<file path="src/rtl/fetch_unit.sv">
// Instruction fetch stage: PC register, single-outstanding imem request port, IF/ID register.
// Optional `FETCH_PERF_CNT_EN adds stall/flush performance counters.
module fetch_unit #(
   parameter logic [31:0] RESET_PC  = 32'h0000_0000,
   parameter logic [31:0] NOP_INSTR = 32'h0000_0013
) (
   input  logic        clk,
   input  logic        rst,
   input  logic        hazard_fe_enable,
   input  logic        hazard_if_id_clear,
   input  logic        ex_redirect_en,
   input  logic [31:0] ex_redirect_pc,
   output logic        imem_req,
   output logic [31:0] imem_addr,
   input  logic        imem_rvalid,
   input  logic [31:0] imem_rdata,
   output logic        if_id_valid,
   output logic [31:0] if_id_instr,
   output logic [31:0] if_id_pc,
   output logic [31:0] if_id_pc_plus4,
   output logic        fetch_busy,
   output logic [2:0]  dbg_state
`ifdef FETCH_PERF_CNT_EN
   ,
   output logic [31:0] perf_stall_cycles,
   output logic [31:0] perf_flush_count
`endif
);

   // Handshake: imem_req is a one-cycle strobe, accepted in the cycle it is high;
   // imem_rvalid qualifies imem_rdata for exactly one cycle per accepted request.
   localparam logic [2:0] S_IDLE  = 3'd0;
   localparam logic [2:0] S_FETCH = 3'd1;
   localparam logic [2:0] S_WAIT  = 3'd2;
   localparam logic [2:0] S_HOLD  = 3'd3;
   localparam logic [2:0] S_KILL  = 3'd4;

   logic [2:0]  r_state;
   logic [31:0] r_pc;
   logic [31:0] r_buf;
   logic        r_if_id_valid;
   logic [31:0] r_if_id_instr;
   logic [31:0] r_if_id_pc;

   logic [2:0]  w_next_state;
   logic [31:0] w_next_pc;
   logic        w_req;
   logic [31:0] w_addr;
   logic        w_buf_load;
   logic        w_avail;
   logic [31:0] w_avail_instr;
   logic        w_consume;
   logic [31:0] w_pc_plus4;

   assign w_pc_plus4    = r_pc + 32'd4;
   assign w_avail       = ((r_state == S_WAIT) && imem_rvalid) || (r_state == S_HOLD);
   assign w_avail_instr = (r_state == S_HOLD) ? r_buf : imem_rdata;
   assign w_consume     = !ex_redirect_en && !hazard_if_id_clear && hazard_fe_enable && w_avail;

   always_comb begin
      w_next_state = r_state;
      w_next_pc    = r_pc;
      w_req        = 1'b0;
      w_addr       = r_pc;
      w_buf_load   = 1'b0;
      case (r_state)
         S_IDLE: w_next_state = S_FETCH;
         S_FETCH: begin
            w_req        = 1'b1;
            w_addr       = ex_redirect_en ? ex_redirect_pc : r_pc;
            w_next_pc    = w_addr;
            w_next_state = S_WAIT;
         end
         S_WAIT: begin
            if (!imem_rvalid) begin
               if (ex_redirect_en) begin
                  w_next_pc    = ex_redirect_pc;
                  w_next_state = S_KILL;
               end
            end else if (ex_redirect_en) begin
               w_req     = 1'b1;
               w_addr    = ex_redirect_pc;
               w_next_pc = ex_redirect_pc;
            end else if (w_consume) begin
               w_req     = 1'b1;
               w_addr    = w_pc_plus4;
               w_next_pc = w_pc_plus4;
            end else begin
               w_buf_load   = 1'b1;
               w_next_state = S_HOLD;
            end
         end
         S_HOLD: begin
            if (ex_redirect_en) begin
               w_req        = 1'b1;
               w_addr       = ex_redirect_pc;
               w_next_pc    = ex_redirect_pc;
               w_next_state = S_WAIT;
            end else if (w_consume) begin
               w_req        = 1'b1;
               w_addr       = w_pc_plus4;
               w_next_pc    = w_pc_plus4;
               w_next_state = S_WAIT;
            end
         end
         S_KILL: begin
            // The stale response is dropped; the refetch follows the newest redirect.
            if (ex_redirect_en) w_next_pc = ex_redirect_pc;
            if (imem_rvalid) begin
               w_req        = 1'b1;
               w_addr       = ex_redirect_en ? ex_redirect_pc : r_pc;
               w_next_pc    = w_addr;
               w_next_state = S_WAIT;
            end
         end
         default: w_next_state = S_IDLE;
      endcase
   end

   always_ff @(posedge clk or posedge rst) begin
      if (rst) begin
         r_state <= S_IDLE;
         r_pc    <= RESET_PC;
         r_buf   <= 32'd0;
      end else begin
         r_state <= w_next_state;
         r_pc    <= w_next_pc;
         if (w_buf_load) r_buf <= imem_rdata;
      end
   end

   always_ff @(posedge clk or posedge rst) begin
      if (rst) begin
         r_if_id_valid <= 1'b0;
         r_if_id_instr <= NOP_INSTR;
         r_if_id_pc    <= 32'd0;
      end else if (ex_redirect_en || hazard_if_id_clear) begin
         r_if_id_valid <= 1'b0;
         r_if_id_instr <= NOP_INSTR;
      end else if (hazard_fe_enable) begin
         if (w_avail) begin
            r_if_id_valid <= 1'b1;
            r_if_id_instr <= w_avail_instr;
            r_if_id_pc    <= r_pc;
         end else begin
            r_if_id_valid <= 1'b0;
            r_if_id_instr <= NOP_INSTR;
         end
      end
   end

`ifdef FETCH_PERF_CNT_EN
   logic [31:0] r_stall_cnt;
   logic [31:0] r_flush_cnt;

   always_ff @(posedge clk or posedge rst) begin
      if (rst) begin
         r_stall_cnt <= 32'd0;
         r_flush_cnt <= 32'd0;
      end else begin
         if (!hazard_fe_enable) r_stall_cnt <= r_stall_cnt + 32'd1;
         if (ex_redirect_en)    r_flush_cnt <= r_flush_cnt + 32'd1;
      end
   end

   assign perf_stall_cycles = r_stall_cnt;
   assign perf_flush_count  = r_flush_cnt;
`endif

   assign imem_req       = w_req;
   assign imem_addr      = w_addr;
   assign if_id_valid    = r_if_id_valid;
   assign if_id_instr    = r_if_id_instr;
   assign if_id_pc       = r_if_id_pc;
   assign if_id_pc_plus4 = r_if_id_pc + 32'd4;
   assign fetch_busy     = (r_state == S_FETCH) || (r_state == S_KILL) ||
                           ((r_state == S_WAIT) && !imem_rvalid);
   assign dbg_state      = r_state;

endmodule
</file>
<file path="config.mk">
export PLATFORM = sky130hd
export DESIGN_NAME = fetch_unit
export DESIGN_NICKNAME = d
export VERILOG_FILES = /design/src/rtl/fetch_unit.sv
export SDC_FILE = /design/constraint.sdc
export NUM_CORES = 1
export LEC_CHECK = 0
export CORE_ASPECT_RATIO = 2
export CORE_MARGIN = 3
export CORE_UTILIZATION = 45
export CTS_CLUSTER_SIZE = 10
export DETAILED_ROUTE_END_ITERATION = 6
export PLACE_DENSITY = 0.87
export SETUP_SLACK_MARGIN = 0.05
export SLEW_MARGIN = 20
export SYNTH_ARGS = -nofsm -noshare
export SYNTH_HDL_FRONTEND = slang
export SYNTH_SLANG_ARGS = --single-unit
</file>
<file path="constraint.sdc">
create_clock -name clk -period 3.9 [get_ports clk]
set_input_delay 0.39 -clock clk [delete_from_list [all_inputs] [get_ports clk]]
set_output_delay 0.39 -clock clk [all_outputs]
set_load 0.01 [all_outputs]
</file>
==> results.md <==
- Synth-to-Final Area Change: 36.4%
- # DRC: 0
- P per Cell Area: around 790 mW/mm^2
- Post-synth EDFFs: 0
- Net Count, Synth: roughly 1000
- Final Hold Viols: 0
- Setup Skew: 0.00875 ns
- Max_cap viols: 0
- Core Area: 0.0178 sq mm
- Crit-path max FO: 7
- Post-synthesis xor/xnor area fraction: 0.0420
- DRT iter0 DRCs: 556
- Synth unique cells: 72
- Slowest stage delay, CP: 0.64 ns
- Yosys top cell area share: 0.396
- CTS sink count: 132
- Mux contribution to synthesized area: 0.0891
- TritonCTS clock tree: built
- IO Pins: 204
- # port buffers: slightly above 200
- Total gr overflow: 0
- Vias in the first global route: 8409
- Routed Antenna Nets: 0
- Worst Tran Pin Value: 0.802 ns
- Fin util: 0.624
- Most frequent cells in the layout: clkdlybuf4s50_1, nand2_1, dfrtp_1, o21ai_0, nor2_1
- Post-CTS Setup Bufs: 0
- Die area: slightly below 0.02 sq mm
- Critical-path top delay cell: or4b_4
- Total negative slack: 0 ns
- GRT Resource Usage Total: 0.298
- Post-synth top area cell: dfrtp_1
- Fin crit share: 0.942
- Outcome: complete, no violations
- Initial antenna violation count: 1
- Hold Path Depth: 3
- Num CTS Buffers: 17
- Synth Area in Compound Gates: 0.187
- WL per Instance: 21.0 um
- Async set or reset register ratio after synthesis: 1.00
- Worst hold path class: primary input to register
- Worst skew pair latency: around 0.43 ns
- Hold Buf Count CTS: 0
- Critical path launch point type: register
- Critical-path cell list: and4_1, nand4_2, or4b_4, o311ai_1, buf_4, clkdlybuf4s50_1
- CP Class: register to output port
- Syn Inst Count: 962
- Critical Path AT: 3.28 ns
- Relative slew slack: 0.464
- Simple-Gate Fraction of Synth Area: 0.222
- WP data required: 3.51 ns
- Dominant cells by area after synthesis: dfrtp_1, nand2_1, o21ai_0, mux2_2, mux2i_1
- Layout cell share with drive strength beyond 1: 0.114
- Die Width: 101 um
- # resized after CTS: 0
- Num rows: 69
- Fmax: 272 MHz
- Clock slew at reported path FFs: 0.06 ns
- DR vias: 8365
- Final setup fails: 0
- Initial core utilization: 0.458
- DR vias/cell: ~6
- Global-route wire length before repair: roughly 46000 um
- Warnings, synthesis: 0
- CTS Buffer Depth: 2
- Maximum vdd ir drop: 0.417 mV
- Largest net degree at the start of global routing: 70
- WHS: around 0.38 ns
- H-tree levels: 4
- Reg2reg path depth: 6
- Post-DP HPWL: 21600 um
- Final nets: 1233
- Slew Viols, Final: 0
- DRT Pass-1 Iters: 7
- Worst Setup End Kind: output port
- Commonest non-fill, non-tap cell in the layout: clkdlybuf4s50_1
- Die height: 196 um
- Leakage power: 4.74 nW
- Synth Cell Area: 0.00814 sq mm
- Root Driver: clkbuf_16
- Synth Area in Adders: 0.00307
- Detailed Route WL: 29100 um
- Final GP Congestion: 1.03
- Largest family of logic cells by synthesized area: simple AND/OR/NAND/NOR gates
- Dominant synthesized flop cell: dfrtp_1
- Register area share after synthesis: 0.406
- Syn avg cell area: between 8 and 9 sq um
- RSZ-0062 raised after global routing: false
- Synth Register Bits: 132
- Post-layout minimum cycle time: between 3 and 4 ns
## area by class of cell
class	instances	area, sq um
antenna	1	2.50
clock buffer	18	439
clock inverter	14	139
fill	1524	6680
inverter	25	97.6
multi-input combinational	732	4440
sequential	132	3310
tap	213	267
timing repair buffer	253	2410
## path summary, 6_finish.rpt
kind,from,to,slack [ns]
setup / recovery,r_pc[7],imem_addr[30],0.23
hold / removal,ex_redirect_en,dbg_state[2],0.38
setup reg to reg,r_pc[7],r_pc[30],1.39
hold reg to reg,if_id_instr[2],if_id_instr[2],0.48
max in group asynchronous,rst,if_id_instr[26],2.63
min in group asynchronous,rst,r_buf[7],0.43
## layer usage
metal	vias to the layer above	wire length, um	track usage
met3	113	1800	0.0480
met4	0	1790	0.184
met2	437	15400	0.523
li1	3824	-	-
met1	3991	10100	0.327
met5	-	0	0
## power breakdown
part           internal (mW)  switching (mW)  leakage (nW)  total, mW
clock                  0.908           0.663         0.276       1.57
combinational           2.27            2.29          2.82       4.56
sequential              1.89           0.728          1.64       2.62
total                   5.07            3.69          4.74       8.75
## cell usage after synthesis (8+ instances only)
cell type	number
a31oi_1	10
inv_1	24
nor3_1	17
and3_1	9
a22oi_1	16
xnor2_1	30
nand4_1	19
a21oi_1	41
and4_1	8
nor2_1	70
buf_4	8
and2_1	9
nand2_1	175
clkbuf_1	42
buf_2	13
buf_1	10
mux2i_1	32
nand3_1	27
xor2_1	9
dfrtp_1	129
mux2_2	29
o21ai_0	92
o211ai_1	10
a2bb2oi_1	10
## stage by stage
stage | std cells | power, mW | area, sq um | setup WS (ns)
finish | 1388 | 8.75 | 11100 | 0.226
global route | 1388 | 9.26 | 11100 | 0.0770
CTS | 1387 | 8.72 | 11100 | 0.230
detailed placement | 1355 | 7.12 | 10500 | 0.292
global placement | 1355 | 7.03 | 10500 | 0.347
floorplan | 962 | 4.86 | 8150 | 1.36
## critical path, delay by kind of cell, from the launching register on
| family | cells | cell delay (ns) |
|---|---|---|
| flip-flops | 1 | 0.48 |
| AND/OR/NAND/NOR | 3 | 1.36 |
| AO/OA/AOI/OAI | 1 | 0.31 |
| buffers and inverters | 2 | 0.71 |
## flip-flops by register name, summed over array words and instances, names as in the netlist
signal,cells
r_buf,32
dbg_state,3
if_id_instr,32
if_id_valid,1
r_pc,32
if_id_pc,32
## cell families after synthesis
kind of cell               count (synthesis)
AOI/OAI and AO/OA                        243
xor gates and xnor gates                  39
adders and majority gates                  2
buffers and inverters                     98
DFF                                      132
muxes                                     68
and+or+nand+nor                          380
Power figures use the tool's default switching activity.
